## src/rtl/plab4_net_router_output_ctrl_tp_pkg.sv

```systemverilog
// Shared types, defaults and helpers for the
// timing-protected router output control.
package plab4_net_router_output_ctrl_tp_pkg;

  localparam int NUM_REQS  = 3;
  localparam int SLOT_LEN  = 8;
  localparam int GUARD_LEN = 1;

  typedef enum logic {
    DOMAIN0 = 1'b0,
    DOMAIN1 = 1'b1
  } domain_e;

  typedef logic [NUM_REQS-1:0] req_vec_t;

  function automatic logic [1:0] enc3(req_vec_t v);
    logic [1:0] idx;
    idx = 2'd0;
    unique case (1'b1)
      v[1]:    idx = 2'd1;
      v[2]:    idx = 2'd2;
      default: idx = 2'd0;
    endcase
    return idx;
  endfunction

  // First requester at or after the one-hot prio, with wrap.
  function automatic req_vec_t rr_pick(
    req_vec_t r,
    req_vec_t p
  );
    req_vec_t g;
    g = '0;
    unique case (1'b1)
      p[1]: g = r[1] ? 3'b010 :
                r[2] ? 3'b100 :
                r[0] ? 3'b001 : 3'b000;
      p[2]: g = r[2] ? 3'b100 :
                r[0] ? 3'b001 :
                r[1] ? 3'b010 : 3'b000;
      default:
            g = r[0] ? 3'b001 :
                r[1] ? 3'b010 :
                r[2] ? 3'b100 : 3'b000;
    endcase
    return g;
  endfunction

endpackage

```

## src/rtl/plab4_net_router_output_ctrl_tp_if.sv

```systemverilog
// Request/grant bundle between the input controls
// and one output control.
interface plab4_net_router_output_ctrl_tp_if;
  import plab4_net_router_output_ctrl_tp_pkg::*;

  req_vec_t   reqs;
  logic       out_rdy;
  req_vec_t   grants;
  logic       out_val;
  logic [1:0] sel;

  modport master (
    output reqs,
    output out_rdy,
    input  grants,
    input  out_val,
    input  sel
  );

  modport slave (
    input  reqs,
    input  out_rdy,
    output grants,
    output out_val,
    output sel
  );

endinterface

```

## src/rtl/plab4_net_router_output_ctrl_tp_slot_counter.sv

```systemverilog
// Time-division slot counter: alternating domain
// slots, each closed by trailing guard cycles.
module plab4_net_tdm_slot_counter
  import plab4_net_router_output_ctrl_tp_pkg::*;
#(
  parameter int p_slot_len  = SLOT_LEN,
  parameter int p_guard_len = GUARD_LEN
) (
  input  logic    clk,
  input  logic    reset,
  output domain_e cur_domain,
  output logic    guard,
  output logic    domain0,
  output logic    domain1
);

  localparam int CW = $clog2(p_slot_len);
  localparam logic [CW-1:0] LAST =
    CW'(p_slot_len - 1);
  localparam logic [31:0] GSTART =
    32'(p_slot_len - p_guard_len);

  logic [CW-1:0] cnt;
  logic [CW-1:0] cnt_next;
  domain_e       dom_next;

  always_ff @(posedge clk or posedge reset) begin
    if (reset) begin
      cnt        <= '0;
      cur_domain <= DOMAIN0;
    end else begin
      cnt        <= cnt_next;
      cur_domain <= dom_next;
    end
  end

  always_comb begin
    cnt_next = cnt + 1'b1;
    dom_next = cur_domain;
    if (cnt == LAST) begin
      cnt_next = '0;
      dom_next = (cur_domain == DOMAIN0) ?
                 DOMAIN1 : DOMAIN0;
    end
  end

  // Widened compare keeps guard_len = 0 from aliasing.
  assign guard   = (32'(cnt) >= GSTART);
  assign domain0 = !reset && !guard &&
                   (cur_domain == DOMAIN0);
  assign domain1 = !reset && !guard &&
                   (cur_domain == DOMAIN1);

endmodule

```

## src/rtl/plab4_net_router_output_ctrl_tp.sv

```systemverilog
// Output-port control: round-robin arbiter gated
// by the TDM slot counter's guard window.
module plab4_net_router_output_ctrl_tp
  import plab4_net_router_output_ctrl_tp_pkg::*;
#(
  parameter int p_num_reqs  = NUM_REQS,
  parameter int p_slot_len  = SLOT_LEN,
  parameter int p_guard_len = GUARD_LEN
) (
  input  logic clk,
  input  logic reset,
  plab4_net_router_output_ctrl_tp_if.slave port,
  output logic domain0,
  output logic domain1,
  output logic cur_domain
);

  if (p_slot_len < 2 ||
      p_guard_len < 0 ||
      p_guard_len >= p_slot_len ||
      p_num_reqs != NUM_REQS) begin : g_bad_cfg
    $error("illegal slot/guard/reqs params");
  end

  domain_e  dom;
  logic     guard;
  logic     fire_ok;
  req_vec_t prio;
  req_vec_t grants_c;

  plab4_net_tdm_slot_counter #(
    .p_slot_len  (p_slot_len),
    .p_guard_len (p_guard_len)
  ) slot_cnt (
    .clk        (clk),
    .reset      (reset),
    .cur_domain (dom),
    .guard      (guard),
    .domain0    (domain0),
    .domain1    (domain1)
  );

  assign cur_domain = dom;

  assign fire_ok  = port.out_rdy && !guard &&
                    !reset;
  assign grants_c = fire_ok ?
                    rr_pick(port.reqs, prio) : '0;

  assign port.grants  = grants_c;
  assign port.out_val = |grants_c;
  assign port.sel     = enc3(grants_c);

  always_ff @(posedge clk or posedge reset) begin
    if (reset)
      prio <= 3'b001;
    else if (|grants_c)
      prio <= {grants_c[1:0], grants_c[2]};
  end

endmodule

```

## src/flat_wrapper.sv

```systemverilog
// flat-port wrapper written by rule: the top's interface ports become plain ports
module plab4_net_router_output_ctrl_tp_flat import plab4_net_router_output_ctrl_tp_pkg::*;
#(
  parameter int p_num_reqs  = NUM_REQS,
  parameter int p_slot_len  = SLOT_LEN,
  parameter int p_guard_len = GUARD_LEN
)
  (clk, reset, domain0, domain1, cur_domain, port_reqs, port_out_rdy, port_grants, port_out_val, port_sel);
  plab4_net_router_output_ctrl_tp_if port_i ();
  input  logic clk;
  input  logic reset;
  output logic domain0;
  output logic domain1;
  output logic cur_domain;
  input wire logic [$bits(port_i.reqs)-1:0] port_reqs;
  input wire logic [$bits(port_i.out_rdy)-1:0] port_out_rdy;
  output wire logic [$bits(port_i.grants)-1:0] port_grants;
  output wire logic [$bits(port_i.out_val)-1:0] port_out_val;
  output wire logic [$bits(port_i.sel)-1:0] port_sel;
  assign port_i.reqs = port_reqs;
  assign port_i.out_rdy = port_out_rdy;
  assign port_grants = port_i.grants;
  assign port_out_val = port_i.out_val;
  assign port_sel = port_i.sel;
  plab4_net_router_output_ctrl_tp #(.p_num_reqs(p_num_reqs), .p_slot_len(p_slot_len), .p_guard_len(p_guard_len)) u_core (.clk(clk), .reset(reset), .port(port_i), .domain0(domain0), .domain1(domain1), .cur_domain(cur_domain));
endmodule
```

## config.mk

```make
export PLATFORM = sky130hd
export DESIGN_NAME = plab4_net_router_output_ctrl_tp_flat
export DESIGN_NICKNAME = d
export VERILOG_FILES = /design/src/rtl/plab4_net_router_output_ctrl_tp_pkg.sv /design/src/rtl/plab4_net_router_output_ctrl_tp_if.sv /design/src/rtl/plab4_net_router_output_ctrl_tp_slot_counter.sv /design/src/rtl/plab4_net_router_output_ctrl_tp.sv /design/src/flat_wrapper.sv
export SDC_FILE = /design/constraint.sdc
export NUM_CORES = 1
export LEC_CHECK = 0
export CAP_MARGIN = 15
export CORE_AREA = 5 5 42 44
export DETAILED_ROUTE_END_ITERATION = 7
export DIE_AREA = 0 0 47 49
export SYNTH_ARGS = -nofsm -noshare
export SYNTH_HDL_FRONTEND = slang
export SYNTH_SLANG_ARGS = --single-unit
```

## constraint.sdc

```tcl
create_clock -name clk -period 2.51 [get_ports clk]
set_input_delay 0.502 -clock clk [delete_from_list [all_inputs] [get_ports clk]]
set_output_delay 0.502 -clock clk [all_outputs]
set_load 0.01 [all_outputs]
```

## Yosys cells after proc, flatten, opt, wreduce, memory -nomap -nowiden

Index checks and enable logic that the tools add are counted.

| word-level totals | value |
|---|---|
| logic and storage cells | 29 |
| register bits | 7 |
| input bits | 6 |

| operators by class | value |
|---|---|
| bitwise operators | 1 |
| order comparisons | 1 |
| reductions and logical operators | 8 |
| add/subtract/negate cells | 1 |
| eq/ne operators | 1 |
| multiplexer cells | 14 |

Operator list:

| operator | number |
|---|---|
| $mux 3 | 9 |
| $pmux 3 s2 | 1 |
| $logic_and 1x1->1 | 5 |
| $pmux 2 s2 | 1 |
| $add 3x1->3 const B | 1 |
| $eq 3x3->1 const B | 1 |
| $ge 3x3->1 const B | 1 |
| $reduce_or 3->1 | 1 |
| $logic_not 1->1 | 2 |
| $mux 1 | 2 |
| $mux 2 | 1 |
| $not 1->1 | 1 |

## Logic depth before layout (Yosys ltp)

Gate-level depths: netlist of the first run.

| logic depth | value |
|---|---|
| depth in word-level cells | 6 |
| gate-level depth with buffers | 7 |
| depth with buffers taken out | 5 |

## Cells and area by module

Synthesis of the first run repeated with hierarchy kept, for this count alone.

| unflattened totals | value |
|---|---|
| cell total of the unflattened synthesis | 36 |
| area total of the unflattened synthesis | 379.1 um2 |

Modules (own cells, without submodules):

| module | times used | area an instance (um2) | seq. area each (um2) | cells an instance |
|---|---|---|---|---|
| plab4_net_router_output_ctrl_tp | 1 | 198.9 | 50.0 | 21 |
| plab4_net_tdm_slot_counter | 1 | 180.2 | 100.1 | 15 |

## Worst setup path after synthesis of the first run

OpenSTA, ideal clock, no wires.

| path | value |
|---|---|
| path kind | reg-to-output |
| from | register u_core.slot_cnt.cnt[0] |
| to | output port port_sel[0] |
| path buffers | 2 |
| slack | 413 ps |
| arrival time | 1595 ps |
| cell stages (with the launch flop) | 8 |
| cell sequence | dfrtp_1 -> ha_1 -> ha_1 -> nor2_2 -> and3_4 -> buf_6 -> o211a_1 -> buf_4 |

| on the way | value |
|---|---|
| cells in the longest elaborated chain, start to end | 6 |

RTL lines:

| item | RTL line | RTL |
|---|---|---|
| start, declared | plab4_net_router_output_ctrl_tp_slot_counter.sv:23 | `logic [CW-1:0] cnt;` |
| start signal, assigned | plab4_net_router_output_ctrl_tp_slot_counter.sv:32 | `cnt <= cnt_next;` |
| $ge 3x3->1 | plab4_net_router_output_ctrl_tp_slot_counter.sv:48 | `assign guard = (32'(cnt) >= GSTART);` |
| $logic_not 1->1 | plab4_net_router_output_ctrl_tp.sv:45 | `assign fire_ok = port.out_rdy && !guard &&` |
| $logic_and 1x1->1 (2 in series) | plab4_net_router_output_ctrl_tp.sv:45 |  |
| $mux 3 | plab4_net_router_output_ctrl_tp.sv:47 | `assign grants_c = fire_ok ?` |
| net port_grants[1] | flat_wrapper.sv:17 | `output wire logic [$bits(port_i.grants)-1:0] port_grants;` |
| $pmux 2 s2 | plab4_net_router_output_ctrl_tp_pkg.sv:19 | `unique case (1'b1)` |
| end, declared | flat_wrapper.sv:19 | `output wire logic [$bits(port_i.sel)-1:0] port_sel;` |

The timed path passes the listed nets, and every way through them passes these cells.

## Worst setup path in the final report of the first run

| path | value |
|---|---|
| from | register u_core.slot_cnt.cnt[0] |
| to | output port port_grants[1] |

| on the way | value |
|---|---|
| cells in the longest elaborated chain, start to end | 5 |

RTL lines:

| item | RTL line |
|---|---|
| $ge 3x3->1 | plab4_net_router_output_ctrl_tp_slot_counter.sv:48 |
| $logic_not 1->1 | plab4_net_router_output_ctrl_tp.sv:45 |
| $logic_and 1x1->1 (2 in series) | plab4_net_router_output_ctrl_tp.sv:45 |
| $mux 3 | plab4_net_router_output_ctrl_tp.sv:47 |
| end, declared | flat_wrapper.sv:17 |

Every way passes these cells.

==> flow_summary.toml, run 1 <==
[pwr]
internal_power_mw = 0.193
ir_drop_v = 0.000256
power.density_nw_per_um2 = 446
combPwrFrac_pct = 23.1
clockPowerShare_pct = 32.4
netSwitchingFraction_pct = 26.2
power.leakage_nw = 0.345
pwr-share-seq_pct = 44.5
p_sw_mw = 0.0683
fin_total_pwr_mw = 0.261

[synthesis]
synth.area.mux_share_pct = 2.54
yosysTopAreaCell = "dfrtp_1"
yosysTopAreaCellShare_pct = 38.1
synth_seq_cells = 6
synth_top_family_by_area = "compound AO/OA/AOI/OAI gates"
synth_compound_area_share_pct = 25.1
synth_nets = 46
yosysSeqAreaShare_pct = 38.1
yosysMostFrequentCell = "dfrtp_1"
synthTopCellsByArea = "dfrtp_1 (38%), o211a_1 (7.6%), ha_1 (6.3%), a32o_1 (5.1%), o2111ai_1 (4.4%)"
synthAdderAreaFrac_pct = 6.35
synthArstFlopShare_pct = 100
syn_area_per_cell_um2 = 10.4
synth-main-ff-cell = "dfrtp_1"
synth_common_cells = "dfrtp_1 (6), o211a_1 (3)"
synthSimpleGateAreaFrac_pct = 17.1
synth_cell_types = 24
synth-xor-area-share_pct = 2.22
synth_edf_count = 0
netlist_instances = 38
synthesis.area_um2 = 394
synth_warnings = 0

[route]
drtAntennaViolNets = 0
drc = 0
vias_per_cell = 4.86
drt-total-wl_um = 811
drtPass1Iterations = 4
first_iter_violations = 4
post_drt_wl_per_cell_um = 11.3
vias = 350

[global_routing]
overflow = 0
track_usage_pct = 8.99
first_global_vias = 339
grt_max_degree = 9
grt_pass1_wl_mm = 1.50
antenna_found_initial = 0

[clock_tree]
cts_max_path_buffers = 2
hold_buffers = 0
post_cts_buffers = 0
cts_tree = "yes"
cts-root-buf = "clkbuf_4"
h-tree-depth = 1
path_clk_slew_ns = 0.04
clock-sinks = 6
cts_resized = 6
clock_latency_ns = 0.24
cts_made_buffers = 3

[finish]
areaGrowthSynthToFinish_pct = 48.6
fin_nets = 66
antennaDiodeCount = 0
nFillCells = 149
layout-drive-gt1-share_pct = 25.0

[job]
maxCapViolations = 0

[timing]
rsz0062_at_grt = "false"
post-route-period-util_pct = 92.4
fmax_ghz = 0.431
holdWs_ns = 0.468
fin_setup_tns_ns = 0
setup_viol = 0
tightest_slew_ns = 0.268
drv_slew = 0
final_hold_viol_count = 0
min_period_ns = 2.32
slew-limit-headroom_pct = 82.1
skew_ns = 0.00124

[placed_design]
port_buffers = 14
gp_congestion = 0.712
dp_hpwl_um = 647

[outcome]
status = "finished, final reports clean"

[worst_setup_path]
rrSetupSlack_ns = 1.01
criticalPathCategory = "reg2out"
max_stage_delay_ns = 0.40
cp.arrival_ns = 1.82
cpMostUsedCell = "ha_1"
path_buf_inv = 1
cp_slowest_cell = "dfrtp_1"
crit_chain = "ha_1 > ha_1 > nor2_2 > and3_4 > o211a_1 > dlygate4sd2_1"
cp_max_fo = 6
cp_top_family = "adder cells"
crit_required_ns = 2.01
cp-start-kind = "flop"
cp-end-kind = "primary output"

[floorplanning]
rows = 14
dieHeight_um = 49
die_width_um = 47
io_pins = 15
core-area_um2 = 1400
start_util_pct = 28.1
die-area_um2 = 2300

[min_path]
hp-class = "reg2reg"
==> path summary, 6_finish.rpt <==
kind / startpoint / end / cells after the start
min in group asynchronous: reset / u_core.slot_cnt.cnt[2]$_DFF_PP0_ / 2
max in group asynchronous: reset / u_core.prio[2]$_DFFE_PP0P_ / 2
worst min register to register: u_core.slot_cnt.cnt[0]$_DFF_PP0_ / u_core.slot_cnt.cnt[0]$_DFF_PP0_ / 1
worst max register to register: u_core.slot_cnt.cnt[0]$_DFF_PP0_ / u_core.prio[2]$_DFFE_PP0P_ / 6
worst max-delay path: u_core.slot_cnt.cnt[0]$_DFF_PP0_ / port_grants[1] / 6
worst min-delay path: u_core.slot_cnt.cnt[0]$_DFF_PP0_ / u_core.slot_cnt.cnt[0]$_DFF_PP0_ / 1
==> metrics by stage <==
| stage | area [µm²] | setup slack, ns | cells | util [%] |
|---|---|---|---|---|
| finish | 586 | 0.191 | 72 | 41.8 |
| global route | 586 | 0.0457 | 72 | 41.8 |
| CTS | 581 | 0.000441 | 72 | 41.4 |
| detailed placement | 566 | 0.0247 | 69 | 40.4 |
| global placement | 566 | 0.0358 | 69 | 40.4 |
| floorplan | 394 | 0.413 | 38 | - |
==> sequential cells by signal, indices dropped and copies added, names as in the netlist <==
register / flops
u_core.slot_cnt.cnt: 3
u_core.prio: 2
u_core.slot_cnt.cur_domain: 1
==> final cells by class <==
cell class                 instances  area, µm²  share of cell area [%]
tap                               16       20.0                    3.42
multi-input combinational         26        210                    35.9
inverter                           2       7.51                    1.28
sequential                         6        150                    25.6
clock buffer                       3       22.5                    3.85
timing repair buffer              19        175                    29.9
==> kinds of logic (layout without fill, tap and decap cells) <==
| logic type | Yosys count | in the layout |
|---|---|---|
| buf+inv | 6 | 24 |
| flops | 6 | 6 |
| fa+ha+maj | 2 | 2 |
| compound gates | 12 | 12 |
| simple gates | 10 | 10 |
| xor+xnor | 1 | 1 |
| mux | 1 | 1 |
==> worst register-to-register path, cell delays in order, from the launching register on <==
cell and delay [ns]:
dfrtp_1 0.40, ha_1 0.21, ha_1 0.20, nor2_2 0.12, buf_4 0.13, o2111ai_1 0.11
a32o_1 0.23
==> cells in the final DEF, fill, tap and decap left out, drive strengths merged, types with 2 or more instances in the layout <==
cell type,count
clkdlybuf4s50,6
dlygate4sd2,6
dfrtp,6
buf,5
o211a,3
clkbuf,3
nor2,3
and3,3
a21oi,2
inv,2
o2111ai,2
a32o,2
ha,2
dlymetal6s2s,2
==> metal layers <==
metal  GRT usage [%]  vias up  part of all wire, %
li1                -      180                    -
met1            10.5      158                   43
met2            13.3        8                   47
met3            2.21        4                  6.0
met4            6.91        0                  3.8
met5               0        -                    0
==> power groups by stage <==
| stage | Sequential, mW | Clock, mW | Combinational [mW] |
|---|---|---|---|
| 3_5_place_dp | 0.117 | 0 | 0.0653 |
| 3_3_place_gp | 0.117 | 0 | 0.0649 |
| 4_1_cts | 0.116 | 0.0914 | 0.0618 |
| 2_1_floorplan | 0.110 | 0 | 0.0440 |
| 6_report | 0.116 | 0.0847 | 0.0603 |
| 5_1_grt | 0.117 | 0.0962 | 0.0671 |
Note: power is estimated with default switching activity, not from simulation.
==> run 2: changes to the inputs <==
--- a/config.mk
+++ b/config.mk
@@ -6,9 +6,9 @@
 export NUM_CORES = 1
 export LEC_CHECK = 0
 export CAP_MARGIN = 15
-export CORE_AREA = 5 5 42 44
+export CORE_AREA = 2 2 39 41
 export DETAILED_ROUTE_END_ITERATION = 7
-export DIE_AREA = 0 0 47 49
+export DIE_AREA = 0 0 41 43
 export SYNTH_ARGS = -nofsm -noshare
 export SYNTH_HDL_FRONTEND = slang
 export SYNTH_SLANG_ARGS = --single-unit
==> flow_summary.toml, run 2 (same netlist as run 1, synthesis figures left out) <==
[route]
drc = 0
vias = 362
vias_per_cell = 4.96
post_drt_wl_per_cell_um = 10.8
drtAntennaViolNets = 0
first_iter_violations = 7
drtPass1Iterations = 3
drt-total-wl_um = 785

[min_path]
hp-class = "in2async"

[placed_design]
place_area_um2 = 566
gp_congestion = 0.632
port_buffers = 14
dp_hpwl_um = 612

[global_routing]
track_usage_pct = 10.9
first_global_vias = 334
grt_pass1_wl_mm = 1.29
overflow = 0
antenna_found_initial = 0
grt_max_degree = 9

[timing]
post-route-period-util_pct = 96.1
min_period_ns = 2.41
fmax_ghz = 0.415
drv_slew = 0
final_hold_viol_count = 0
tightest_slew_ns = 0.247
rsz0062_at_grt = "false"
slew-limit-headroom_pct = 83.5
holdWs_ns = 0.517
skew_ns = 0.00498
setup_viol = 0

[clock_tree]
cts_tree = "yes"
cts_made_buffers = 3
clock-sinks = 6
cts_max_path_buffers = 2
clock_latency_ns = 0.24
cts-root-buf = "clkbuf_4"
h-tree-depth = 1
path_clk_slew_ns = 0.05

[pwr]
power.leakage_nw = 0.340
fin_total_pwr_mw = 0.263
power.density_nw_per_um2 = 446
ir_drop_v = 0.000407

[floorplanning]
die_width_um = 41
die-area_um2 = 1760
io_pins = 15
start_util_pct = 28.5
rows = 14
core-area_um2 = 1380
dieHeight_um = 43

[finish]
fin_nets = 67
layout_common_cells = "clkdlybuf4s50_1 (7), dlygate4sd2_1 (6), buf_4 (6), dfrtp_1 (6)"
layout-drive-gt1-share_pct = 26.3
stdcell_area_um2 = 591
antennaDiodeCount = 0
final_util_pct = 42.7
nFillCells = 137
top_regs = "u_core.slot_cnt.cnt x3, u_core.prio x2, u_core.slot_cnt.cur_domain x1"
largest_reg_flops = 3
areaGrowthSynthToFinish_pct = 49.8
regMostFlops = "u_core.slot_cnt.cnt"
final_common_cell = "clkdlybuf4s50_1"

[worst_setup_path]
max_stage_delay_ns = 0.53
cpMostUsedCell = "ha_1"
crit_required_ns = 2.01
cp_slowest_cell = "clkdlybuf4s50_1"
cp.arrival_ns = 1.91
cp-start-kind = "flop"
cp-end-kind = "primary output"
crit_chain = "ha_1 > ha_1 > nor2_2 > buf_4 > nand2_1 > nor2_1 > clkdlybuf4s50_1"
cp_max_fo = 4
criticalPathCategory = "reg2out"

[job]
maxCapViolations = 0

[outcome]
status = "finished, final reports clean"
==> run 2: cell types whose count changed in the layout (fill, tap and decap cells not counted), sizes merged <==
cell           change
buf                +1
clkdlybuf4s50      +1
dlymetal6s2s       -1
==> run 2: metrics by stage <==
stage | setup WS, ns | setup TNS, ns | cells
detailed placement | -0.0544 | -0.183 | 69
finish | 0.0982 | 0 | 73
global placement | -0.0447 | -0.181 | 69
floorplan | 0.413 | 0 | 38
CTS | 0.0452 | 0 | 73
global route | 0.0192 | 0 | 73
==> run 2: area by class of cell <==
class	count	area [µm²]	area share (%)
tap	16	20.0	3.39
timing repair buffer	20	180	30.5
sequential	6	150	25.4
multi-input combinational	26	210	35.6
clock buffer	3	22.5	3.81
inverter	2	7.51	1.27
==> run 2: worst max-delay path, delay by kind of cell, from the launching register on <==
family | cells | cell delay, ns
fa+ha+maj | 2 | 0.40
simple gates | 3 | 0.23
buf+inv | 2 | 0.66
flops | 1 | 0.37
==> run 2: power breakdown <==
part | switching [mW] | total (mW) | leakage (nW) | internal [mW]
clock network | 0.0328 | 0.0868 | 0.0138 | 0.0539
registers | 0.0124 | 0.117 | 0.0772 | 0.104
logic | 0.0250 | 0.0602 | 0.249 | 0.0351
total | 0.0703 | 0.263 | 0.340 | 0.193
==> run 2: final timing paths <==
kind                                                         from                                      to  slack (ns)  depth (start not counted)
min                                                         reset              u_core.prio[1]$_DFFE_PP0P_        0.52                          2
min reg2reg                u_core.slot_cnt.cur_domain$_DFFE_PP0P_  u_core.slot_cnt.cur_domain$_DFFE_PP0P_        0.52                          1
max reg2reg                      u_core.slot_cnt.cnt[0]$_DFF_PP0_              u_core.prio[2]$_DFFE_PP0P_        1.07                          6
min in group clk           u_core.slot_cnt.cur_domain$_DFFE_PP0P_  u_core.slot_cnt.cur_domain$_DFFE_PP0P_        0.52                          1
max                              u_core.slot_cnt.cnt[0]$_DFF_PP0_                                 domain0         0.1                          7
max in group asynchronous                                   reset        u_core.slot_cnt.cnt[0]$_DFF_PP0_        1.80                          2
==> run 2: routing by layer <==
metal / routed length, µm / up-vias / GRT usage, % / part of all wire [%]
met1: 350 / 175 / 15.1 / 45
li1: - / 179 / - / -
met5: 0 / - / 0 / 0
met2: 389 / 8 / 14.7 / 50
met4: 0 / 0 / 2.00 / 0
met3: 44 / 0 / 6.28 / 5.6
==> run 2: what timing repair did <==
item                                   CTS  global route
resized for setup                        6             1
cloned                                   0             0
setup buffers                            1             0
pin swaps                                1             0
endpoints found under the hold margin    0             0
setup endpoints to repair                6             1
hold buffers                             0             0
==> run 3: changes to the inputs <==
--- a/config.mk
+++ b/config.mk
@@ -6,9 +6,8 @@
 export NUM_CORES = 1
 export LEC_CHECK = 0
 export CAP_MARGIN = 15
-export CORE_AREA = 2 2 39 41
+export CORE_UTILIZATION = 30
 export DETAILED_ROUTE_END_ITERATION = 7
-export DIE_AREA = 0 0 41 43
 export SYNTH_ARGS = -nofsm -noshare
 export SYNTH_HDL_FRONTEND = slang
 export SYNTH_SLANG_ARGS = --single-unit
==> flow_summary.toml, run 3 (same netlist as run 1, synthesis figures left out) <==
[outcome]
status = "finished, final reports clean"

[finish]
areaGrowthSynthToFinish_pct = 40.3
fin_nets = 63
nFillCells = 111
largest_reg_flops = 3
final_util_pct = 47.8
antennaDiodeCount = 0
layout_common_cells = "dlygate4sd2_1 (8), clkdlybuf4s50_1 (6), dfrtp_1 (6)"
layout-drive-gt1-share_pct = 20.8
regMostFlops = "u_core.slot_cnt.cnt"
top_regs = "u_core.slot_cnt.cnt x3, u_core.prio x2, u_core.slot_cnt.cur_domain x1"
final_common_cell = "dlygate4sd2_1"

[pwr]
ir_drop_v = 0.000205
power.leakage_nw = 0.309
power.density_nw_per_um2 = 477

[placed_design]
port_buffers = 14
dp_slack_ns = 0.0200
dp_hpwl_um = 642
gp_congestion = 0.637

[timing]
skew_ns = 0.00459
slew-limit-headroom_pct = 83.0
post-route-period-util_pct = 93.8
fin_setup_tns_ns = 0
setup_viol = 0
drv_slew = 0
final_hold_viol_count = 0
fmax_ghz = 0.425
setup_slack_ns = 0.154
min_period_ns = 2.36
rsz0062_at_grt = "false"
tightest_slew_ns = 0.254

[clock_tree]
clock-sinks = 6
clock_latency_ns = 0.24
cts_max_path_buffers = 2
hold_buffers = 0
cts_tree = "yes"
cts-root-buf = "clkbuf_4"
h-tree-depth = 1
cts_resized = 8
post_cts_buffers = 0
path_clk_slew_ns = 0.05
cts_made_buffers = 3

[global_routing]
grt_max_degree = 9
first_global_vias = 334
antenna_found_initial = 0
track_usage_pct = 13.9
overflow = 0
grt_pass1_wl_mm = 1.33

[worst_setup_path]
cp_slowest_cell = "dfrtp_1"
crit_chain = "ha_1 > ha_1 > nor2_2 > and3_4 > o211a_1 > dlygate4sd2_1"
cp-end-kind = "primary output"
cpMostUsedCell = "ha_1"
cp_top_family = "adder cells"
cp.arrival_ns = 1.85
path_buf_inv = 1
cp_max_fo = 7
crit_required_ns = 2.01
criticalPathCategory = "reg2out"
cp-start-kind = "flop"
rrSetupSlack_ns = 0.99
max_stage_delay_ns = 0.40

[route]
vias_per_cell = 5.27
drtAntennaViolNets = 0
drc = 0
first_iter_violations = 12
post_drt_wl_per_cell_um = 12.6
vias = 353
drt-total-wl_um = 842
drtPass1Iterations = 4

[min_path]
hp-class = "reg2reg"

[floorplanning]
io_pins = 15
die-area_um2 = 1460
start_util_pct = 34.1
dieHeight_um = 38.2
core-area_um2 = 1160
die_width_um = 38.2
rows = 12

[job]
maxCapViolations = 0
## run 3: changes by cell type in the layout (fill, tap and decap cells not counted), sizes merged
| cell | before | now |
|---|---|---|
| buf | 6 | 2 |
| dlygate4sd2 | 6 | 8 |
| clkdlybuf4s50 | 7 | 6 |
| dlymetal6s2s | 1 | 0 |
## run 3: final timing paths
check,end,cells past startpoint,start
worst max-delay path,port_grants[1],6,u_core.slot_cnt.cnt[0]$_DFF_PP0_
worst min-delay path,u_core.slot_cnt.cnt[0]$_DFF_PP0_,1,u_core.slot_cnt.cnt[0]$_DFF_PP0_
worst max register to register,u_core.prio[2]$_DFFE_PP0P_,6,u_core.slot_cnt.cnt[0]$_DFF_PP0_
worst min register to register,u_core.slot_cnt.cnt[0]$_DFF_PP0_,1,u_core.slot_cnt.cnt[0]$_DFF_PP0_
max in group asynchronous,u_core.slot_cnt.cnt[2]$_DFF_PP0_,2,reset
min in group asynchronous,u_core.slot_cnt.cur_domain$_DFFE_PP0P_,2,reset
## run 3: power by group
group | total, mW | leakage, nW | switching, mW | internal (mW)
clock network | 0.0905 | 0.0138 | 0.0363 | 0.0542
registers | 0.117 | 0.0772 | 0.0126 | 0.104
logic | 0.0564 | 0.218 | 0.0249 | 0.0315
## run 3: routing by layer
metal / GRT usage, % / up-vias / wire length [µm]
met5: 0 / - / 0
met4: 10.7 / 0 / 7
met3: 3.49 / 2 / 44
met2: 21.2 / 10 / 422
met1: 16.5 / 171 / 368
li1: - / 170 / -
## run 3: layout make-up
type | instances | area, µm² | share of cell area [%]
Clock buffer | 3 | 22.5 | 4.07
Tap cell | 14 | 17.5 | 3.17
Sequential cell | 6 | 150 | 27.1
Timing Repair Buffer | 16 | 145 | 26.2
Inverter | 2 | 7.51 | 1.36
Multi-Input combinational cell | 26 | 210 | 38.0
## run 3: per-stage QoR
step / instance area (µm²) / instances / total power, mW / hold WS, ns
2_1_floorplan: 394 / 38 / 0.154 / 0.293
3_3_place_gp: 541 / 64 / 0.176 / 0.454
3_5_place_dp: 541 / 64 / 0.179 / 0.474
4_1_cts: 553 / 67 / 0.269 / 0.483
5_1_grt: 553 / 67 / 0.282 / 0.487
6_report: 553 / 67 / 0.264 / 0.478
## run 3: worst register-to-register path, stage by stage (launching register included)
cell and delay (ns):
dfrtp_1 0.40, ha_1 0.22, ha_1 0.21, nor2_2 0.13, buf_4 0.13, o2111ai_1 0.11
a32o_1 0.22
